**config.mk**
```make
export PLATFORM = sky130hd
export DESIGN_NAME = slow_seq
export DESIGN_NICKNAME = d
export VERILOG_FILES = /design/src/rtl/slow_seq.sv
export SDC_FILE = /design/constraint.sdc
export NUM_CORES = 1
export LEC_CHECK = 0
export CAP_MARGIN = 10
export CORE_MARGIN = 4
export CORE_UTILIZATION = 56
export DETAILED_ROUTE_END_ITERATION = 8
export DONT_BUFFER_PORTS = 1
export PLACE_DENSITY = 0.74
export SYNTH_ARGS = -nofsm -noshare
export SYNTH_HDL_FRONTEND = slang
export SYNTH_SLANG_ARGS = --single-unit
```
**constraint.sdc**
```tcl
create_clock -name CLK -period 1.9 [get_ports CLK]
set_input_delay 0.19 -clock CLK [delete_from_list [all_inputs] [get_ports CLK]]
set_output_delay 0.19 -clock CLK [all_outputs]
set_load 0.02 [all_outputs]
```
**src/rtl/slow_seq.sv**
```systemverilog
// Fast/slow CPU clock switch sequencer for accesses to legacy peripherals.
// Optional access statistics are enabled with the SLOW_SEQ_STATS_EN macro.
module slow_seq #(
    parameter int TW      = 8,
    parameter int MINHOLD = 2
) (
    input  logic          CLK,
    input  logic          POR,
    input  logic          BACT,
    input  logic          IACKCS,
    input  logic          VIACS,
    input  logic          IWMCS,
    input  logic          SCCCS,
    input  logic          SCSICS,
    input  logic          SndCS,
    input  logic          SlowIACK,
    input  logic          SlowVIA,
    input  logic          SlowIWM,
    input  logic          SlowSCC,
    input  logic          SlowSCSI,
    input  logic          SlowSnd,
    input  logic          SlowClockGate,
    input  logic [3:0]    SlowTimeout,
    input  logic          Tick,
    input  logic          SlowAck,
    output logic          SlowReq,
    output logic          Stall,
    output logic          ClockGate,
    output logic          SlowActive,
    output logic [15:0]   SlowAccCnt,
    output logic [2:0]    dbg_state,
    output logic [TW-1:0] dbg_cnt
);

    typedef enum logic [2:0] {
        IDLE    = 3'd0,
        SYNC    = 3'd1,
        ACCESS  = 3'd2,
        HOLD    = 3'd3,
        RELEASE = 3'd4
    } state_t;

    state_t        state, state_n;
    logic          bact_r;
    logic [TW-1:0] cnt, cnt_n;
    logic [TW-1:0] load_val;
    logic          deferred, deferred_n;
    logic          hit, start, take;

    assign hit = BACT & |{IACKCS & SlowIACK, VIACS & SlowVIA, IWMCS & SlowIWM,
                          SCCCS & SlowSCC, SCSICS & SlowSCSI, SndCS & SlowSnd};
    // A bus cycle is judged only on its first CLK with BACT high.
    assign start = BACT & ~bact_r & hit;

    always_comb begin
        load_val = {SlowTimeout, {(TW-4){1'b1}}};
        if (SlowTimeout == 4'd0)
            load_val = TW'(MINHOLD);
    end

    always_comb begin
        state_n    = state;
        cnt_n      = cnt;
        deferred_n = deferred;
        take       = 1'b0;
        case (state)
            IDLE: begin
                if (start) begin
                    state_n = SYNC;
                    take    = 1'b1;
                end
            end
            SYNC: begin
                // An aborted cycle still leaves the switcher in slow mode, so hold.
                if (!BACT) begin
                    state_n = HOLD;
                    cnt_n   = load_val;
                end else if (SlowAck) begin
                    state_n = ACCESS;
                end
            end
            ACCESS: begin
                if (!BACT) begin
                    state_n = HOLD;
                    cnt_n   = load_val;
                end
            end
            HOLD: begin
                if (start) begin
                    state_n = ACCESS;
                    take    = 1'b1;
                end else if (cnt == '0) begin
                    state_n = RELEASE;
                end else if (Tick) begin
                    cnt_n = cnt - 1'b1;
                end
            end
            RELEASE: begin
                if (start)
                    deferred_n = 1'b1;
                else if (!BACT)
                    deferred_n = 1'b0;
                if (!SlowAck) begin
                    if (deferred_n) begin
                        state_n    = SYNC;
                        take       = 1'b1;
                        deferred_n = 1'b0;
                    end else begin
                        state_n = IDLE;
                    end
                end
            end
            default: state_n = IDLE;
        endcase
    end

    always_ff @(posedge CLK or posedge POR) begin
        if (POR) begin
            state    <= IDLE;
            cnt      <= '0;
            bact_r   <= 1'b0;
            deferred <= 1'b0;
        end else begin
            state    <= state_n;
            cnt      <= cnt_n;
            bact_r   <= BACT;
            deferred <= deferred_n;
        end
    end

    // Outputs are registered from the next-state so they line up with the state register.
    always_ff @(posedge CLK or posedge POR) begin
        if (POR) begin
            SlowReq    <= 1'b0;
            Stall      <= 1'b0;
            ClockGate  <= 1'b0;
            SlowActive <= 1'b0;
        end else begin
            SlowReq    <= (state_n == SYNC) || (state_n == ACCESS) || (state_n == HOLD);
            Stall      <= (state_n == SYNC) || ((state_n == RELEASE) && deferred_n);
            ClockGate  <= SlowClockGate & SlowReq & SlowAck;
            SlowActive <= (state_n != IDLE);
        end
    end

    assign dbg_state = state;
    assign dbg_cnt   = cnt;

`ifdef SLOW_SEQ_STATS_EN
    logic [15:0] acc_cnt;

    always_ff @(posedge CLK or posedge POR) begin
        if (POR)
            acc_cnt <= '0;
        else if (take && (acc_cnt != 16'hFFFF))
            acc_cnt <= acc_cnt + 16'd1;
    end

    assign SlowAccCnt = acc_cnt;
`else
    logic unused_take;
    assign unused_take = take;
    assign SlowAccCnt  = '0;
`endif

endmodule
```
==> impl_results.md, run 1 <==
- Worst-case hold slack: 43.2 ps
- Number of nets in the layout: 170
- Worst r2r path cells: 8
- Routed vias: 998
- Number of sinks handled by clock tree synthesis: 17
- Kind of end point of the critical path: register
- Number of unique standard cell types used by synthesis: 50
- Endpoint arrival time on the critical path: 2020 ps
- Horiz. Die Dim: 54.0 µm
- Final period util: 0.970
- Final Critical Period: 1840 ps
- Final WS setup: 56.6 ps
- First-pass GRT wire length: 3950 µm
- YS warnings: 0
- Overall track demand over capacity in global routing: 0.189
- Synthesized area divided by synthesized cell count: 9.25 µm²
- CTS tree: done
- Cell taking the most area after synthesis: sky130_fd_sc_hd__dfrtp_1
- Status: finished clean
- Fraction of post-synthesis cell area in the top cell type by area: 0.359
- Post-detail-place hpwl: 2070 µm
- Core Util, Final: 0.682
- Worst IR Drop VDD: 746 µV
- Post-layout power: 1800 µW
- Maximum number of pins on one net before global-route repair: 18
- Post-synthesis async set-or-reset flop share: 1.00
- Pwr Density: 1330 mW/mm²
- Detail Route Antenna Nets: 0
- Core Area: 0.00198 mm²
- Placed cells: 164
- Tightest slew margin relative to the limit: 0.586
- Starting density of the core: 0.597
- Row Count: 16
- Max Clock Freq: 542 MHz
- Most instantiated flip-flop cell in the synthesis netlist: sky130_fd_sc_hd__dfrtp_1
- Detailed-route DRC error count: 0
- CTS clock-pin slew for the worst setup and hold paths: 100 ps
- Number of register bits inferred by synthesis: 17
- Per-cell via count in the routed design: 5.77
- Number of top-level pins: 53
- Worst hold path depth: 2
- Peak fanout along the critical path: 2
- Unrepaired setup endpoints after global routing: yes
- Weighted congestion at the end of routability-driven global placement: 0.915
- Category of the worst setup path launch point: register
- Number of setup violations in the final report: 0
- Area growth from synthesis to layout: 14.3%
- Detailed Routing Iterations Pass 1: 4
- Required arrival time at the worst endpoint: 2070 ps
- Pre-CTS setup slack: -9.33 ps
- Clock Root Buffer: sky130_fd_sc_hd__clkbuf_4
- Diodes inserted: 0
- Number of enable flip-flop cells after synthesis: 0
- Worst min path class: in -> reg
- Post-Layout Cell Count: 173
- Residual overflow from global routing: 0
- Total CTS buffers: 3
- Post-Synthesis Cell Area: 0.00118 mm²
- Number of antenna violations at the first check in global routing: 0
- Layout Skew: 3.97 ps
- Count of final hold-check violations: 0
- Total wire length: 2660 µm
- Vias in the first global route: 952
- Total leakage power: 0.000586 µW
- Maximum Capacitance Violations: 0
- Part of the Yosys area used for sequential elements: 0.359
- Final routed wire length divided by cell count: 15.4 µm
- Actual slew at the worst max-slew pin: 621 ps
- Number of DRC markers after the initial detailed-route iteration: 17
- Area of the die: 0.00291 mm²
- Gate count of the mapped netlist: 128
- CP Class: reg -> reg
- Count of input and output buffers: 0
- H-Tree Depth: 1
- Fraction of layout instances using a drive strength above 1: 0.274
- Vert. Die Dim: 54.0 µm
- Final Max Slew Viols: 0
- Maximum root-to-sink buffer count: 2
- Most area-consuming cells after synthesis: sky130_fd_sc_hd__dfrtp_1 (36%), sky130_fd_sc_hd__buf_4 (11%), sky130_fd_sc_hd__nor3_1 (3.0%), sky130_fd_sc_hd__a32o_1 (2.5%), sky130_fd_sc_hd__a22oi_1 (2.5%)
- Clock latency on the worst-skew pair: 290 ps
==> final timing paths <==
kind                                   startpoint                endpoint  slack (ps)
max in group asynchronous                     POR  dbg_cnt[0]$_DFFE_PP0P_        1060
setup / recovery           dbg_cnt[1]$_DFFE_PP0P_  dbg_cnt[6]$_DFFE_PP0P_          60
min in group asynchronous                     POR     ClockGate$_DFF_PP0_         400
setup reg to reg           dbg_cnt[1]$_DFFE_PP0P_  dbg_cnt[6]$_DFFE_PP0P_          60
hold / removal                     SlowTimeout[2]  dbg_cnt[6]$_DFFE_PP0P_          40
hold reg to reg                deferred$_DFF_PP0_      deferred$_DFF_PP0_         570
==> logic make-up (layout without fill, tap and decap cells) <==
logic type | count (synthesis) | in the layout | synth area share
simple gates | 45 | 45 | 0.220
compound gates | 32 | 32 | 0.230
buf+inv | 30 | 33 | 0.160
flops | 17 | 17 | 0.359
fa+ha+maj | 2 | 2 | 0.0201
other cells | 1 | 16 | 0.00317
xor+xnor | 1 | 1 | 0.00740
==> cell usage after synthesis, drive strengths merged (2+ instances only) <==
cell type and n:
a21o 2, a21oi 4, a221oi 2, a22oi 4, a32o 3, and2 2, buf 20, dfrtp 17
inv 10, nand2 8, nand2b 3, nand3 3, nor2 6, nor3 7, nor4 2, o21ai 3
o31a 2, o32a 2, or2 4, or3 3
==> power breakdown <==
part	switching [µW]	internal (µW)	total [µW]
Combinational	590	429	1020
Sequential	114	473	588
Clock	116	78.4	194
Total	820	981	1800
==> worst max-delay path: stages, from the launching register on <==
cell                       delay (ps)
sky130_fd_sc_hd__dfrtp_1          410
sky130_fd_sc_hd__inv_2             80
sky130_fd_sc_hd__ha_4             130
sky130_fd_sc_hd__buf_6            100
sky130_fd_sc_hd__nand2b_4          50
sky130_fd_sc_hd__or2_4            230
sky130_fd_sc_hd__or3_1            380
sky130_fd_sc_hd__o311ai_2         250
sky130_fd_sc_hd__nand3_1          100
==> registers in the layout, summed over array words and instances (netlist names) <==
signal and count:
ClockGate 1, SlowActive 1, SlowReq 1, Stall 1, bact_r 1, dbg_cnt 8
dbg_state 3, deferred 1
==> cell type report <==
| cell class | instances | area [µm²] |
|---|---|---|
| Clock buffer | 3 | 22.5 |
| Clock inverter | 1 | 5.00 |
| Fill cell | 160 | 629 |
| Timing Repair Buffer | 19 | 151 |
| Multi-Input combinational cell | 96 | 673 |
| Sequential cell | 17 | 427 |
| Tap cell | 27 | 33.8 |
| Inverter | 10 | 40.0 |
==> repair_timing <==
action,in CTS,in global routing
endpoints found under the hold margin,18,0
pin swaps,0,6
hold buffers,2,0
setup endpoints to repair,6,8
setup buffers,0,3
gates resized for setup,1,10
cloned,0,0
==> per-layer routing <==
layer  global-route usage  up-vias  part of all wire
met5                    0        -                 0
met3               0.0609        3             0.094
li1                     -      468                 -
met4               0.0871        0            0.0094
met2                0.313       40              0.51
met1                0.220      487              0.39
==> cells in the final DEF (no fill, tap or decap), types with 4 or more instances in the layout <==
| cell | Yosys | routed |
|---|---|---|
| sky130_fd_sc_hd__nor2_1 | 5 | 5 |
| sky130_fd_sc_hd__nand2_1 | 8 | 8 |
| sky130_fd_sc_hd__nor3_1 | 7 | 7 |
| sky130_fd_sc_hd__buf_4 | 17 | 16 |
| sky130_fd_sc_hd__conb_1 | 1 | 16 |
| sky130_fd_sc_hd__a22oi_1 | 4 | 4 |
| sky130_fd_sc_hd__inv_1 | 8 | 6 |
| sky130_fd_sc_hd__dfrtp_1 | 17 | 16 |
==> stage by stage <==
stage	setup TNS [ps]	area, µm²
2_1_floorplan	0	1240
3_5_place_dp	-9.33	1230
3_3_place_gp	0	1230
5_1_grt	-104	1350
4_1_cts	0	1280
6_report	0	1350
No activity file was read; power rests on OpenSTA's default activity.
==> run 2, diff against run 1 <==
Settings changed: BUFFER_PORTS_ARGS set to -buffer_cell sky130_fd_sc_hd__buf_2, CORE_ASPECT_RATIO set to 1.75, CORE_UTILIZATION 56 to 42, DONT_BUFFER_PORTS 1 to not set, PLACE_DENSITY 0.74 to 0.75, SETUP_SLACK_MARGIN set to 0.15.
==> impl_results.md, run 2 (synthesis gave the netlist of run 1 again) <==
- Status: finished clean
- Routed vias: 1,183
- Clock group share of total power: 0.142
- Endpoint arrival time on the critical path: 1940 ps
- Tightest slew margin relative to the limit: 0.542
- Detailed-route DRC error count: 0
- Number of fill cells: 243
- Ordered cell list for the critical path: inv_2 > ha_4 > nor3b_4 > a21bo_2 > nor4_4 > buf_6 > a32o_1 > a21o_1
- Number of antenna violations at the first check in global routing: 0
- Kind of end point of the critical path: register
- Internal power of the cells: 1090 µW
- Switching power: 895 µW
- CTS tree: done
- Number of sinks handled by clock tree synthesis: 17
- Starting density of the core: 0.440
- Maximum root-to-sink buffer count: 2
- Instance area at placement: 0.00137 mm²
- Area of the die: 0.00376 mm²
- Sequential share of power: 0.299
- Fraction of layout instances using a drive strength above 1: 0.456
- Clock Root Buffer: sky130_fd_sc_hd__clkbuf_8
- Summed negative setup slack over all endpoints: 0 ps
- Maximum Capacitance Violations: 0
- Count of final hold-check violations: 0
- Worst min path class: in -> async
- Total CTS buffers: 3
- Sw Ratio: 0.452
- Clock latency on the worst-skew pair: 260 ps
- Actual slew at the worst max-slew pin: 686 ps
- Required arrival time at the worst endpoint: 2050 ps
- Number of top-level pins: 53
- Leading cell type in the layout, fill and taps excluded: sky130_fd_sc_hd__buf_2
- Final period util: 0.944
- Post-detail-place hpwl: 2410 µm
- Maximum cell stage delay along the critical path: 420 ps
- Post-layout power: 1980 µW
- Area growth from synthesis to layout: 31.9%
- Fraction of power consumed by combinational cells: 0.559
- Weighted congestion at the end of routability-driven global placement: 0.865
- Post-Layout Cell Count: 209
- Count of input and output buffers: 36
- Overall track demand over capacity in global routing: 0.187
- Worst-case hold slack: 21.3 ps
- Unrepaired setup endpoints after global routing: yes
- Peak fanout along the critical path: 7
- Vias in the first global route: 1,121
- Number of DRC markers after the initial detailed-route iteration: 43
- Register Area: 428 µm²
- Horiz. Die Dim: 48.1 µm
- Area of all placed cells without fillers: 0.00156 mm²
- Per-cell via count in the routed design: 5.66
- Max Clock Freq: 557 MHz
- Layout Skew: 4.67 ps
- CTS clock-pin slew for the worst setup and hold paths: 70 ps
- Core Area: 0.00269 mm²
- First-pass GRT wire length: 5060 µm
- Total wire length: 3400 µm
- Category of the worst setup path launch point: register
- Row Count: 25
- Total area of multi-input combinational cells: 687 µm²
- Pwr Density: 1270 mW/mm²
- Number of setup violations in the final report: 0
- Maximum number of pins on one net before global-route repair: 18
- Diodes inserted: 0
- H-Tree Depth: 1
- Critical-path top delay cell: sky130_fd_sc_hd__dfrtp_2
- CP Class: reg -> reg
- Total leakage power: 0.000742 µW
- Final routed wire length divided by cell count: 16.3 µm
- Placed cells: 191
- Commonest cells after routing, fill and taps aside: sky130_fd_sc_hd__buf_2 (36), sky130_fd_sc_hd__buf_4 (18), sky130_fd_sc_hd__conb_1 (16), sky130_fd_sc_hd__dfrtp_1 (15), sky130_fd_sc_hd__nor3_1 (7)
- Worst reg-to-reg setup slack: 110 ps
- Detailed Routing Iterations Pass 1: 4
- Vert. Die Dim: 78.2 µm
- Final Max Slew Viols: 0
- Number of flip-flops under the largest register name: 8
- Number of nets in the layout: 206
- Residual overflow from global routing: 0
- Worst IR Drop VDD: 610 µV
- Detail Route Antenna Nets: 0
- Final Critical Period: 1790 ps
-- run 2: worst paths after layout --
check | start | end | cells after the start
max in group asynchronous | POR | dbg_cnt[0]$_DFFE_PP0P_ | 2
hold reg to reg | SlowReq$_DFF_PP0_ | ClockGate$_DFF_PP0_ | 1
min in group CLK | BACT | bact_r$_DFF_PP0_ | 1
hold / removal | POR | dbg_state[1]$_DFF_PP0_ | 2
setup reg to reg | dbg_cnt[1]$_DFFE_PP0P_ | dbg_cnt[7]$_DFFE_PP0P_ | 8
setup / recovery | dbg_cnt[1]$_DFFE_PP0P_ | dbg_cnt[7]$_DFFE_PP0P_ | 8
-- run 2: stage by stage --
| stage | worst slack (ps) | utilization |
|---|---|---|
| 3_3_place_gp | 64.4 | 0.510 |
| 6_report | 106 | 0.580 |
| 5_1_grt | 40.5 | 0.580 |
| 2_1_floorplan | 57.0 | - |
| 3_5_place_dp | -1.99 | 0.510 |
| 4_1_cts | 110 | 0.547 |
-- run 2: timing repair --
action | 4_1_cts | 5_1_grt
hold buffers | 0 | 0
pin swaps | 5 | 3
setup endpoints to repair | 8 | 13
gates resized for setup | 0 | 10
buffers inserted | 7 | 7
-- run 2: routing by layer --
layer / vias up / part of all wire / GRT usage
met2: 49 / 0.56 / 0.313
met5: - / 0 / 0
li1: 541 / - / -
met3: 8 / 0.061 / 0.0413
met4: 0 / 0.024 / 0.111
met1: 585 / 0.35 / 0.199
-- run 2: cell type report --
| cell class | count | share of cell area |
|---|---|---|
| Clock buffer | 3 | 0.0264 |
| Clock inverter | 1 | 0.00321 |
| Inverter | 10 | 0.0256 |
| Multi-Input combinational cell | 96 | 0.440 |
| Sequential cell | 17 | 0.274 |
| Tap cell | 27 | 0.0216 |
| Timing Repair Buffer | 55 | 0.209 |
-- run 2: critical path, delay by kind of cell (launching register included) --
| family | cells | cell delay (ps) |
|---|---|---|
| AO/OA/AOI/OAI | 3 | 610 |
| flip-flops | 1 | 420 |
| AND/OR/NAND/NOR | 2 | 290 |
| buffers and inverters | 2 | 230 |
| adder cells (fa/ha/maj) | 1 | 140 |
-- run 2: power groups by stage --
| stage | clock network [µW] | registers, µW | logic (µW) |
|---|---|---|---|
| 6_report | 282 | 592 | 1110 |
| 5_1_grt | 302 | 607 | 1210 |
| 4_1_cts | 282 | 585 | 1030 |
| 3_5_place_dp | 0 | 598 | 980 |
| 3_3_place_gp | 0 | 593 | 960 |
| 2_1_floorplan | 0 | 722 | 583 |
==> run 3, diff against run 2 <==
Settings changed: GPL_ROUTABILITY_DRIVEN set to 1, SETUP_SLACK_MARGIN 0.15 to 0.4.
==> impl_results.md, run 3 (synthesis gave the netlist of run 1 again) <==
- Pwr Density: 1280 mW/mm²
- Switching power: 932 µW
- Starting density of the core: 0.440
- Total CTS buffers: 3
- H-Tree Depth: 1
- Area of the die: 0.00376 mm²
- Post-Layout Cell Count: 206
- Detail Route Antenna Nets: 0
- Pre-CTS setup slack: 14.4 ps
- Category of the worst setup path launch point: register
- Number of antenna violations at the first check in global routing: 0
- Commonest cells after routing, fill and taps aside: sky130_fd_sc_hd__buf_2 (36), sky130_fd_sc_hd__conb_1 (16), sky130_fd_sc_hd__buf_4 (15), sky130_fd_sc_hd__dfrtp_1 (12), sky130_fd_sc_hd__nand2_1 (7)
- Worst-case hold slack: 16.5 ps
- Vert. Die Dim: 78.2 µm
- Number of nets in the layout: 203
- Tightest slew margin relative to the limit: 0.551
- Diodes inserted: 0
- Vias in the first global route: 1,112
- Number of setup violations in the final report: 0
- Core Util, Final: 0.590
- Count of final hold-check violations: 0
- Final Max Slew Viols: 0
- Maximum Capacitance Violations: 0
- Worst IR Drop VDD: 613 µV
- Number of sinks handled by clock tree synthesis: 17
- Fraction of power consumed by combinational cells: 0.549
- Clock latency on the worst-skew pair: 260 ps
- Total leakage power: 0.000734 µW
- Placed cells: 189
- Cts-stage hold buffer count: 0
- Actual slew at the worst max-slew pin: 673 ps
- Overall track demand over capacity in global routing: 0.184
- Clock Root Buffer: sky130_fd_sc_hd__clkbuf_8
- Kind of end point of the critical path: register
- Final WS setup: 138 ps
- Total wire length: 3280 µm
- CTS clock-pin slew for the worst setup and hold paths: 70 ps
- Layout Skew: 5.03 ps
- Internal power of the cells: 1100 µW
- Number of fill cells: 255
- Leading cell type in the layout, fill and taps excluded: sky130_fd_sc_hd__buf_2
- Detailed-route DRC error count: 0
- Status: finished clean
- CP Class: reg -> reg
- Residual overflow from global routing: 0
- Max Clock Freq: 568 MHz
- Horiz. Die Dim: 48.1 µm
- Worst min path class: in -> async
- Final routed wire length divided by cell count: 15.9 µm
- First element of the critical path: dbg_cnt[1]$_DFFE_PP0P_
- Maximum number of pins on one net before global-route repair: 18
- Core Area: 0.00269 mm²
- Detailed Routing Iterations Pass 1: 4
- Critical R2R Launch: dbg_cnt[1]$_DFFE_PP0P_
- Number of flip-flops under the largest register name: 8
- Sw Ratio: 0.458
- Area growth from synthesis to layout: 34.1%
- Unrepaired setup endpoints after global routing: yes
- Endpoint arrival time on the critical path: 1920 ps
- Peak fanout along the critical path: 7
- CTS tree: done
- Per-cell via count in the routed design: 5.50
- Weighted congestion at the end of routability-driven global placement: 0.887
- Required arrival time at the worst endpoint: 2060 ps
- Final Critical Period: 1760 ps
- Summed negative setup slack over all endpoints: 0 ps
- Post-detail-place hpwl: 2380 µm
- Final period util: 0.927
- Maximum root-to-sink buffer count: 2
- Clock group share of total power: 0.140
- Routed vias: 1,132
- Fraction of layout instances using a drive strength above 1: 0.486
- Count of input and output buffers: 36
- Row Count: 25
- Sequential share of power: 0.311
- First-pass GRT wire length: 5120 µm
- Number of DRC markers after the initial detailed-route iteration: 15
- Number of top-level pins: 53
[run 3: cell count changes in the layout (fill, tap and decap cells not counted), moves of 2 or more]
cell / before / now
sky130_fd_sc_hd__buf_4: 18 / 15
sky130_fd_sc_hd__dfrtp_1: 15 / 12
sky130_fd_sc_hd__dfrtp_2: 2 / 5
sky130_fd_sc_hd__nor3_1: 7 / 5
sky130_fd_sc_hd__nor3_2: 0 / 2
[run 3: worst paths after layout]
check                      slack (ps)  depth (start not counted)                endpoint
hold reg to reg                   520                          1     ClockGate$_DFF_PP0_
max in group asynchronous        1410                          2  dbg_state[0]$_DFF_PP0_
hold / removal                     20                          2  dbg_cnt[5]$_DFFE_PP0P_
setup reg to reg                  140                          8  dbg_cnt[7]$_DFFE_PP0P_
min in group CLK                  130                          1        bact_r$_DFF_PP0_
setup / recovery                  140                          8  dbg_cnt[7]$_DFFE_PP0P_
[run 3: repair_timing]
item,4_1_cts,5_1_grt
pin swaps,8,9
gates cloned,0,0
buffers inserted,9,4
resized for setup,4,12
setup endpoints to repair,14,14
[run 3: layout make-up]
class | instances | area, µm² | share of cell area
multi-input cells | 96 | 732 | 0.461
flip-flops and latches | 17 | 432 | 0.272
repair buffers | 52 | 304 | 0.191
clock buffers | 3 | 41.3 | 0.0260
inverters | 10 | 40.0 | 0.0252
well taps | 27 | 33.8 | 0.0213
clock inverters | 1 | 5.00 | 0.00315
[run 3: layer usage]
layer,up-vias,global-route usage,part of all wire
met5,-,0,0
met4,0,0.0674,0.023
met3,8,0.0229,0.056
met2,41,0.336,0.57
met1,551,0.197,0.35
li1,532,-,-
[run 3: power by group through the flow]
stage / Sequential, µW / Combinational [µW] / Clock [µW]
final: 633 / 1120 / 285
after global placement: 637 / 896 / 0
after floorplan: 726 / 583 / 0
after detailed placement: 644 / 915 / 0
after CTS: 649 / 999 / 286
after global routing: 647 / 1210 / 303
[run 3: worst max-delay path: stages (launching register included)]
cell and delay (ps):
sky130_fd_sc_hd__dfrtp_2 420, sky130_fd_sc_hd__inv_2 70, sky130_fd_sc_hd__ha_4 130, sky130_fd_sc_hd__nor3b_4 220, sky130_fd_sc_hd__a21bo_2 220, sky130_fd_sc_hd__nor4_4 50
sky130_fd_sc_hd__buf_4 150, sky130_fd_sc_hd__a32o_1 240, sky130_fd_sc_hd__a21o_1 150
[run 3: through the flow]
stage | power (µW) | area (µm²)
floorplan | 1310 | 1280
global placement | 1530 | 1360
detailed placement | 1560 | 1360
CTS | 1930 | 1500
global route | 2160 | 1590
finish | 2040 | 1590
